<file path="src/rtl/wb_pkg.sv">
// Shared definitions for the two-master Wishbone arbiter: FSM encoding,
// slave address window bounds and master indices.
package wb_pkg;

  typedef logic [1:0] state_t;

  localparam state_t ST_IDLE = 2'd0;
  localparam state_t ST_OWN  = 2'd1;
  localparam state_t ST_ERR  = 2'd2;

  // Slave window 0x2000-0x5FFF, decoded on ADR[14:12] only
  localparam logic [2:0] WIN_LO = 3'b010;
  localparam logic [2:0] WIN_HI = 3'b101;

  localparam logic M0 = 1'b0;
  localparam logic M1 = 1'b1;

  function automatic logic in_window(input logic [2:0] sel);
    return (sel >= WIN_LO) && (sel <= WIN_HI);
  endfunction

endpackage

</file>
<file path="src/rtl/wb_timeout_timer.sv">
// Stall counter: counts enabled cycles and flags the cycle on which the
// TIMEOUT-th consecutive stall cycle occurs.
module wb_timeout_timer #(
  parameter int TW      = 8,
  parameter int TIMEOUT = 255
) (
  input  logic clk,
  input  logic rst,
  input  logic clr,
  input  logic en,
  output logic expired
);

  localparam logic [TW-1:0] LAST = TW'(TIMEOUT - 1);

  logic [TW-1:0] cnt_r;

  // Stall cycle counter
  always_ff @(posedge clk or posedge rst) begin
    if (rst) begin
      cnt_r <= '0;
    end else if (clr) begin
      cnt_r <= '0;
    end else if (en) begin
      cnt_r <= cnt_r + TW'(1);
    end else begin
      cnt_r <= cnt_r;
    end
  end

  assign expired = en & (cnt_r == LAST);

endmodule

</file>
<file path="src/rtl/wb_bus_arbiter.sv">
// Two-master round-robin Wishbone arbiter in front of one slave; the grant is
// held for a whole CYC, and unmapped or stalled strobes are ended with ERR.
module wb_bus_arbiter
  import wb_pkg::*;
#(
  parameter int AW      = 16,
  parameter int DW      = 16,
  parameter int TIMEOUT = 255,
  parameter int TW      = 8
) (
  input  logic          CLK_I,
  input  logic          RST_I,
  input  logic          M0_CYC_I,
  input  logic          M0_STB_I,
  input  logic          M0_WE_I,
  input  logic [AW-1:0] M0_ADR_I,
  input  logic [DW-1:0] M0_DAT_I,
  output logic [DW-1:0] M0_DAT_O,
  output logic          M0_ACK_O,
  output logic          M0_ERR_O,
  input  logic          M1_CYC_I,
  input  logic          M1_STB_I,
  input  logic          M1_WE_I,
  input  logic [AW-1:0] M1_ADR_I,
  input  logic [DW-1:0] M1_DAT_I,
  output logic [DW-1:0] M1_DAT_O,
  output logic          M1_ACK_O,
  output logic          M1_ERR_O,
  output logic          S_CYC_O,
  output logic          S_STB_O,
  output logic          S_WE_O,
  output logic [AW-1:0] S_ADR_O,
  output logic [DW-1:0] S_DAT_O,
  input  logic [DW-1:0] S_DAT_I,
  input  logic          S_ACK_I,
  output logic [1:0]    GNT_O
);

  state_t     state_r, state_nxt_s;
  logic       owner_r, owner_nxt_s;
  logic       last_gnt_r, last_nxt_s;
  logic [1:0] gnt_r, gnt_nxt_s;

  logic          own_cyc_s, own_stb_s, own_we_s;
  logic [AW-1:0] own_adr_s;
  logic [DW-1:0] own_dat_s;
  logic          req0_s, req1_s, pick_s;
  logic          active_s, in_win_s, stb_s, ack_s, err_s;
  logic          tmr_clr_s, tmr_en_s, expired_s;

  // Owner signal mux
  always_comb begin
    if (owner_r == M1) begin
      own_cyc_s = M1_CYC_I;
      own_stb_s = M1_STB_I;
      own_we_s  = M1_WE_I;
      own_adr_s = M1_ADR_I;
      own_dat_s = M1_DAT_I;
    end else begin
      own_cyc_s = M0_CYC_I;
      own_stb_s = M0_STB_I;
      own_we_s  = M0_WE_I;
      own_adr_s = M0_ADR_I;
      own_dat_s = M0_DAT_I;
    end
  end

  // Request qualification and round-robin pick on a tie
  always_comb begin
    req0_s = M0_CYC_I & M0_STB_I;
    req1_s = M1_CYC_I & M1_STB_I;
    if (req0_s & req1_s) begin
      pick_s = ~last_gnt_r;
    end else if (req1_s) begin
      pick_s = M1;
    end else begin
      pick_s = M0;
    end
  end

  assign active_s  = (state_r == ST_OWN) || (state_r == ST_ERR);
  assign in_win_s  = in_window(own_adr_s[14:12]);
  assign stb_s     = (state_r == ST_OWN) & own_stb_s & in_win_s;
  assign ack_s     = stb_s & S_ACK_I;
  assign err_s     = (state_r == ST_ERR);
  assign tmr_en_s  = stb_s & ~S_ACK_I;
  assign tmr_clr_s = (state_r != ST_OWN) | ~stb_s | S_ACK_I;

  wb_timeout_timer #(
    .TW      (TW),
    .TIMEOUT (TIMEOUT)
  ) u_timer (
    .clk     (CLK_I),
    .rst     (RST_I),
    .clr     (tmr_clr_s),
    .en      (tmr_en_s),
    .expired (expired_s)
  );

  // Arbitration FSM next-state logic
  always_comb begin
    state_nxt_s = state_r;
    owner_nxt_s = owner_r;
    last_nxt_s  = last_gnt_r;
    gnt_nxt_s   = gnt_r;
    case (state_r)
      ST_IDLE: begin
        if (req0_s | req1_s) begin
          owner_nxt_s = pick_s;
          gnt_nxt_s   = (pick_s == M1) ? 2'b10 : 2'b01;
          state_nxt_s = ST_OWN;
        end else begin
          gnt_nxt_s   = 2'b00;
        end
      end
      ST_OWN: begin
        if (!own_cyc_s) begin
          state_nxt_s = ST_IDLE;
          last_nxt_s  = owner_r;
          gnt_nxt_s   = 2'b00;
        end else if ((own_stb_s & ~in_win_s) | expired_s) begin
          state_nxt_s = ST_ERR;
        end else begin
          state_nxt_s = ST_OWN;
        end
      end
      ST_ERR: begin
        if (!own_cyc_s) begin
          state_nxt_s = ST_IDLE;
          last_nxt_s  = owner_r;
          gnt_nxt_s   = 2'b00;
        end else begin
          state_nxt_s = ST_OWN;
        end
      end
      default: begin
        state_nxt_s = ST_IDLE;
        gnt_nxt_s   = 2'b00;
      end
    endcase
  end

  // FSM and grant registers
  always_ff @(posedge CLK_I or posedge RST_I) begin
    if (RST_I) begin
      state_r    <= ST_IDLE;
      owner_r    <= M0;
      last_gnt_r <= M1;
      gnt_r      <= 2'b00;
    end else begin
      state_r    <= state_nxt_s;
      owner_r    <= owner_nxt_s;
      last_gnt_r <= last_nxt_s;
      gnt_r      <= gnt_nxt_s;
    end
  end

  assign S_CYC_O  = active_s;
  assign S_STB_O  = stb_s;
  assign S_WE_O   = active_s & own_we_s;
  assign S_ADR_O  = active_s ? own_adr_s : '0;
  assign S_DAT_O  = active_s ? own_dat_s : '0;
  assign GNT_O    = gnt_r;

  // Read data is broadcast; held at zero while reset is asserted
  assign M0_DAT_O = RST_I ? '0 : S_DAT_I;
  assign M1_DAT_O = RST_I ? '0 : S_DAT_I;
  assign M0_ACK_O = ack_s & (owner_r == M0);
  assign M1_ACK_O = ack_s & (owner_r == M1);
  assign M0_ERR_O = err_s & (owner_r == M0);
  assign M1_ERR_O = err_s & (owner_r == M1);

endmodule
</file>
<file path="config.mk">
export PLATFORM = sky130hd
export DESIGN_NAME = wb_bus_arbiter
export DESIGN_NICKNAME = d
export VERILOG_FILES = /design/src/rtl/wb_pkg.sv /design/src/rtl/wb_timeout_timer.sv /design/src/rtl/wb_bus_arbiter.sv
export SDC_FILE = /design/constraint.sdc
export NUM_CORES = 1
export LEC_CHECK = 0
export CAP_MARGIN = 0
export CORE_AREA = 2 2 62 64
export CTS_CLUSTER_DIAMETER = 30
export DETAILED_ROUTE_END_ITERATION = 10
export DIE_AREA = 0 0 64 66
export DONT_BUFFER_PORTS = 1
export SYNTH_ARGS = -nofsm -noshare
export SYNTH_HDL_FRONTEND = slang
export SYNTH_SLANG_ARGS = --single-unit
</file>
<file path="constraint.sdc">
create_clock -name CLK_I -period 2.3 [get_ports CLK_I]
set_input_delay 0.23 -clock CLK_I [delete_from_list [all_inputs] [get_ports CLK_I]]
set_output_delay 0.23 -clock CLK_I [all_outputs]
set_load 0.01 [all_outputs]
</file>
==> flow_summary_export.csv <==
group,metric,value,unit
timing,rsz0062_at_grt,"false",
clock_network,hold_buffers,1,
setup_path,timing.critical_path.from,"state_r[0]",
clock_network,h-tree-depth,1,
die,die_h,66,µm
global_route,grt_pass1_wl,5692,µm
placed_design,place_inst,221,
setup_path,crit_arrival,1.82,ns
detailed_routing,dr.pass1.iters,4,
yosys,yosysWarningCount,0,
timing,worst_slew_pin_slew,0.5395,ns
clock_network,cts_tree,"built",
setup_path,cp_slowest_stage_delay,0.42,ns
yosys,syn-cell-area,1582,µm²
clock_network,clock_sinks,14,
yosys,synthCells,191,
global_route,grt_pass1_vias,1237,
power_and_ir_drop,leakage,0.7585,nW
clock_network,root_buffer,"clkbuf_4",
detailed_routing,ant_nets,0,
timing,drv_slew,0,
setup_path,r2r_slack,0.69,ns
cells_and_area,diodes,0,
setup_path,rr_startpoint,"state_r[0]",
placed_design,place.gp.congestion,0.8244,
placed_design,io_buffers,0,
clock_network,clk_latency,0.28,ns
setup_path,cp-endpoint,"S_ADR_O[13]",
cells_and_area,nNetsFinal,274,
detailed_routing,dr_wl_met2,1990,µm
clock_network,clockBufferDepth,2,
timing,setup_viol,0,
clock_network,postCtsSetupBuffers,0,
power_and_ir_drop,peakVddDrop,0.0006969,V
cells_and_area,drive_gt1_share,11.24,%
cells_and_area,fin_cells,226,
setup_path,timing.rr.end,"last_gnt_r",
setup_path,rr_worst_depth,6,
global_route,antenna_found_initial,0,
flow_run,drv_cap,0,
yosys,synth_nets,286,
cells_and_area,final_common_cell,"nor2_1",
timing,tns,0,ns
clock_network,cts_resized,0,
min_path,hold_depth,2,
clock_network,clk_pin_slew_worst_paths,0.09,ns
setup_path,worstSetupPathType,"flip-flop to output port",
setup_path,crit_top_cell,"buf_4",
die,core,3551,µm²
detailed_routing,vias,1276,
detailed_routing,m1WireLength,1594,µm
cells_and_area,final_cell_mix,"43 x nor2_1, 33 x mux2i_1, 18 x nor2b_1",
clock_network,cts_buffers,3,
cells_and_area,multi_input_area,1033,µm²
timing,fin_worst_skew,0.005970,ns
yosys,ys_seq_area_share,22.23,%
timing,max-slew-margin-rel,63.99,%
detailed_routing,drt_iter0_markers,59,
setup_path,critPathSlowestCell,"dfrtp_1",
setup_path,cp_max_fo,34,
timing,fin_crit_sh,88.95,%
setup_path,cp_data_required_time,2.07,ns
die,rows,22,
setup_path,crit_chain,"inv_1 -> ha_1 -> clkinv_1 -> buf_4 -> nor2_1 -> buf_4",
cells_and_area,regArea,352.8,µm²
detailed_routing,drc_errors,0,
die,start_util,44.54,%
global_route,grt-ovfl-total,0,
setup_path,startpoint_type,"flip-flop",
die,die_w,64,µm
detailed_routing,routed.top_layer,"met4",
cells_and_area,nFillCells,362,
detailed_routing,drt_wl_total,3865,µm
detailed_routing,wl_per_cell,17.10,µm
cells_and_area,syn_to_final_growth,-0.8705,%
die,ios,162,
detailed_routing,routed-wl-met3,274,µm
timing,fmax,488.8,MHz
die,dieArea,4224,µm²
yosys,synth-seq-cells,14,
power_and_ir_drop,cellPowerDensity,1163,nW/µm²
timing,min_period,2.046,ns
detailed_routing,vias_per_cell,5.646,
yosys,avgSynthCellArea,8.280,µm²
timing,hold_viol_final,0,
placed_design,dp_hpwl,3257,µm
power_and_ir_drop,power,1.823,mW
yosys,synth.distinct_cells,33,
status,status,"complete, no violations",
min_path,hold_path.class,"input port to flip-flop",
global_route,grtUsageTotal,16.99,%
global_route,grt_max_degree,35,
setup_path,critPathCaptureType,"output port",
## synth_stat cells (all sizes together)
| library cell | count | area share (%) |
|---|---|---|
| nand2 | 5 | 1.3 |
| nand3 | 5 | 1.6 |
| and4b | 1 | 0.63 |
| nor2b | 18 | 7.1 |
| nand4b | 1 | 0.95 |
| a2bb2o | 1 | 1.3 |
| nor3 | 1 | 0.32 |
| mux2 | 4 | 3.6 |
| nor2 | 43 | 10 |
| and2 | 1 | 0.40 |
| o211ai | 1 | 0.47 |
| buf | 20 | 9.6 |
| dfstp | 1 | 1.7 |
| dfrtp | 13 | 21 |
| inv | 7 | 1.7 |
| xnor2 | 5 | 2.8 |
| and3 | 5 | 2.0 |
| xor2 | 3 | 1.7 |
| and4 | 2 | 1.1 |
| ha | 6 | 4.7 |
| a21boi | 1 | 0.47 |
| a31oi | 2 | 0.79 |
| a21oi | 2 | 0.63 |
| mux2i | 34 | 22 |
| a32o | 1 | 0.63 |
| clkinv | 1 | 0.24 |
| clkbuf | 4 | 0.95 |
| o21ai | 3 | 0.95 |
## per-layer routing
metal	vias to the layer above	GRT usage (%)
li1	595	-
met1	599	21.17
met2	80	29.04
met3	2	4.600
met4	0	4.076
met5	-	0
## worst min-delay path by stage
| stage | start | end | slack [ns] |
|---|---|---|---|
| 6_report | M0_CYC_I | last_gnt_r | 0.10 |
| 5_1_grt | M0_CYC_I | last_gnt_r | 0.12 |
| 2_1_floorplan | RST_I | GNT_O[0] | 0.33 |
| 4_1_cts | M0_CYC_I | last_gnt_r | 0.10 |
| 3_3_place_gp | RST_I | u_timer.cnt_r[4] | 0.18 |
| 3_5_place_dp | RST_I | u_timer.cnt_r[2] | 0.19 |
## flip-flops by register name, indices dropped and copies added (netlist names)
name,cells
u_timer.cnt_r,8
GNT_O,2
state_r,2
last_gnt_r,1
owner_r,1
## per-stage QoR
stage | hold slack (ns) | worst slack (ns) | cell area [µm²] | utilization, %
after global routing | 0.1202 | 0.1522 | 1568 | 44.15
after CTS | 0.1036 | 0.2474 | 1568 | 44.15
final | 0.1024 | 0.2541 | 1568 | 44.15
after global placement | 0.1841 | 0.6180 | 1521 | 42.85
after floorplan | 0.3321 | 0.6796 | 1582 | -
after detailed placement | 0.1948 | 0.5744 | 1521 | 42.85
## where the power goes
| group | total, mW | leakage [nW] | switching [mW] | internal (mW) |
|---|---|---|---|---|
| Sequential | 0.342 | 0.185 | 0.0448 | 0.297 |
| Clock | 0.175 | 0.0210 | 0.0792 | 0.0963 |
| Combinational | 1.31 | 0.552 | 0.828 | 0.478 |
## critical path: cells and delay by family (launching register included)
family	cells	cell delay [ns]
flip-flops	1	0.42
buffers and inverters	4	0.61
adder cells (fa/ha/maj)	1	0.40
AND/OR/NAND/NOR	1	0.09
## cell families (layout without fill, tap and decap cells)
| logic type | Yosys count | in the layout | share of synthesized area (%) |
|---|---|---|---|
| AO/OA/AOI/OAI | 11 | 11 | 5.222 |
| XOR/XNOR | 8 | 8 | 4.431 |
| adder cells (fa/ha/maj) | 6 | 6 | 4.747 |
| buffers and inverters | 32 | 19 | 12.42 |
| flip-flops | 14 | 14 | 22.23 |
| multiplexers | 38 | 38 | 25.32 |
| AND/OR/NAND/NOR | 82 | 82 | 25.63 |
## area by class of cell
cell class	instances	area share, %
Clock buffer	4	2.314
Multi-Input combinational cell	145	65.92
Tap cell	48	3.831
Timing Repair Buffer	7	3.512
Sequential cell	14	22.51
Inverter	8	1.915
Power figures use the tool's default switching activity.
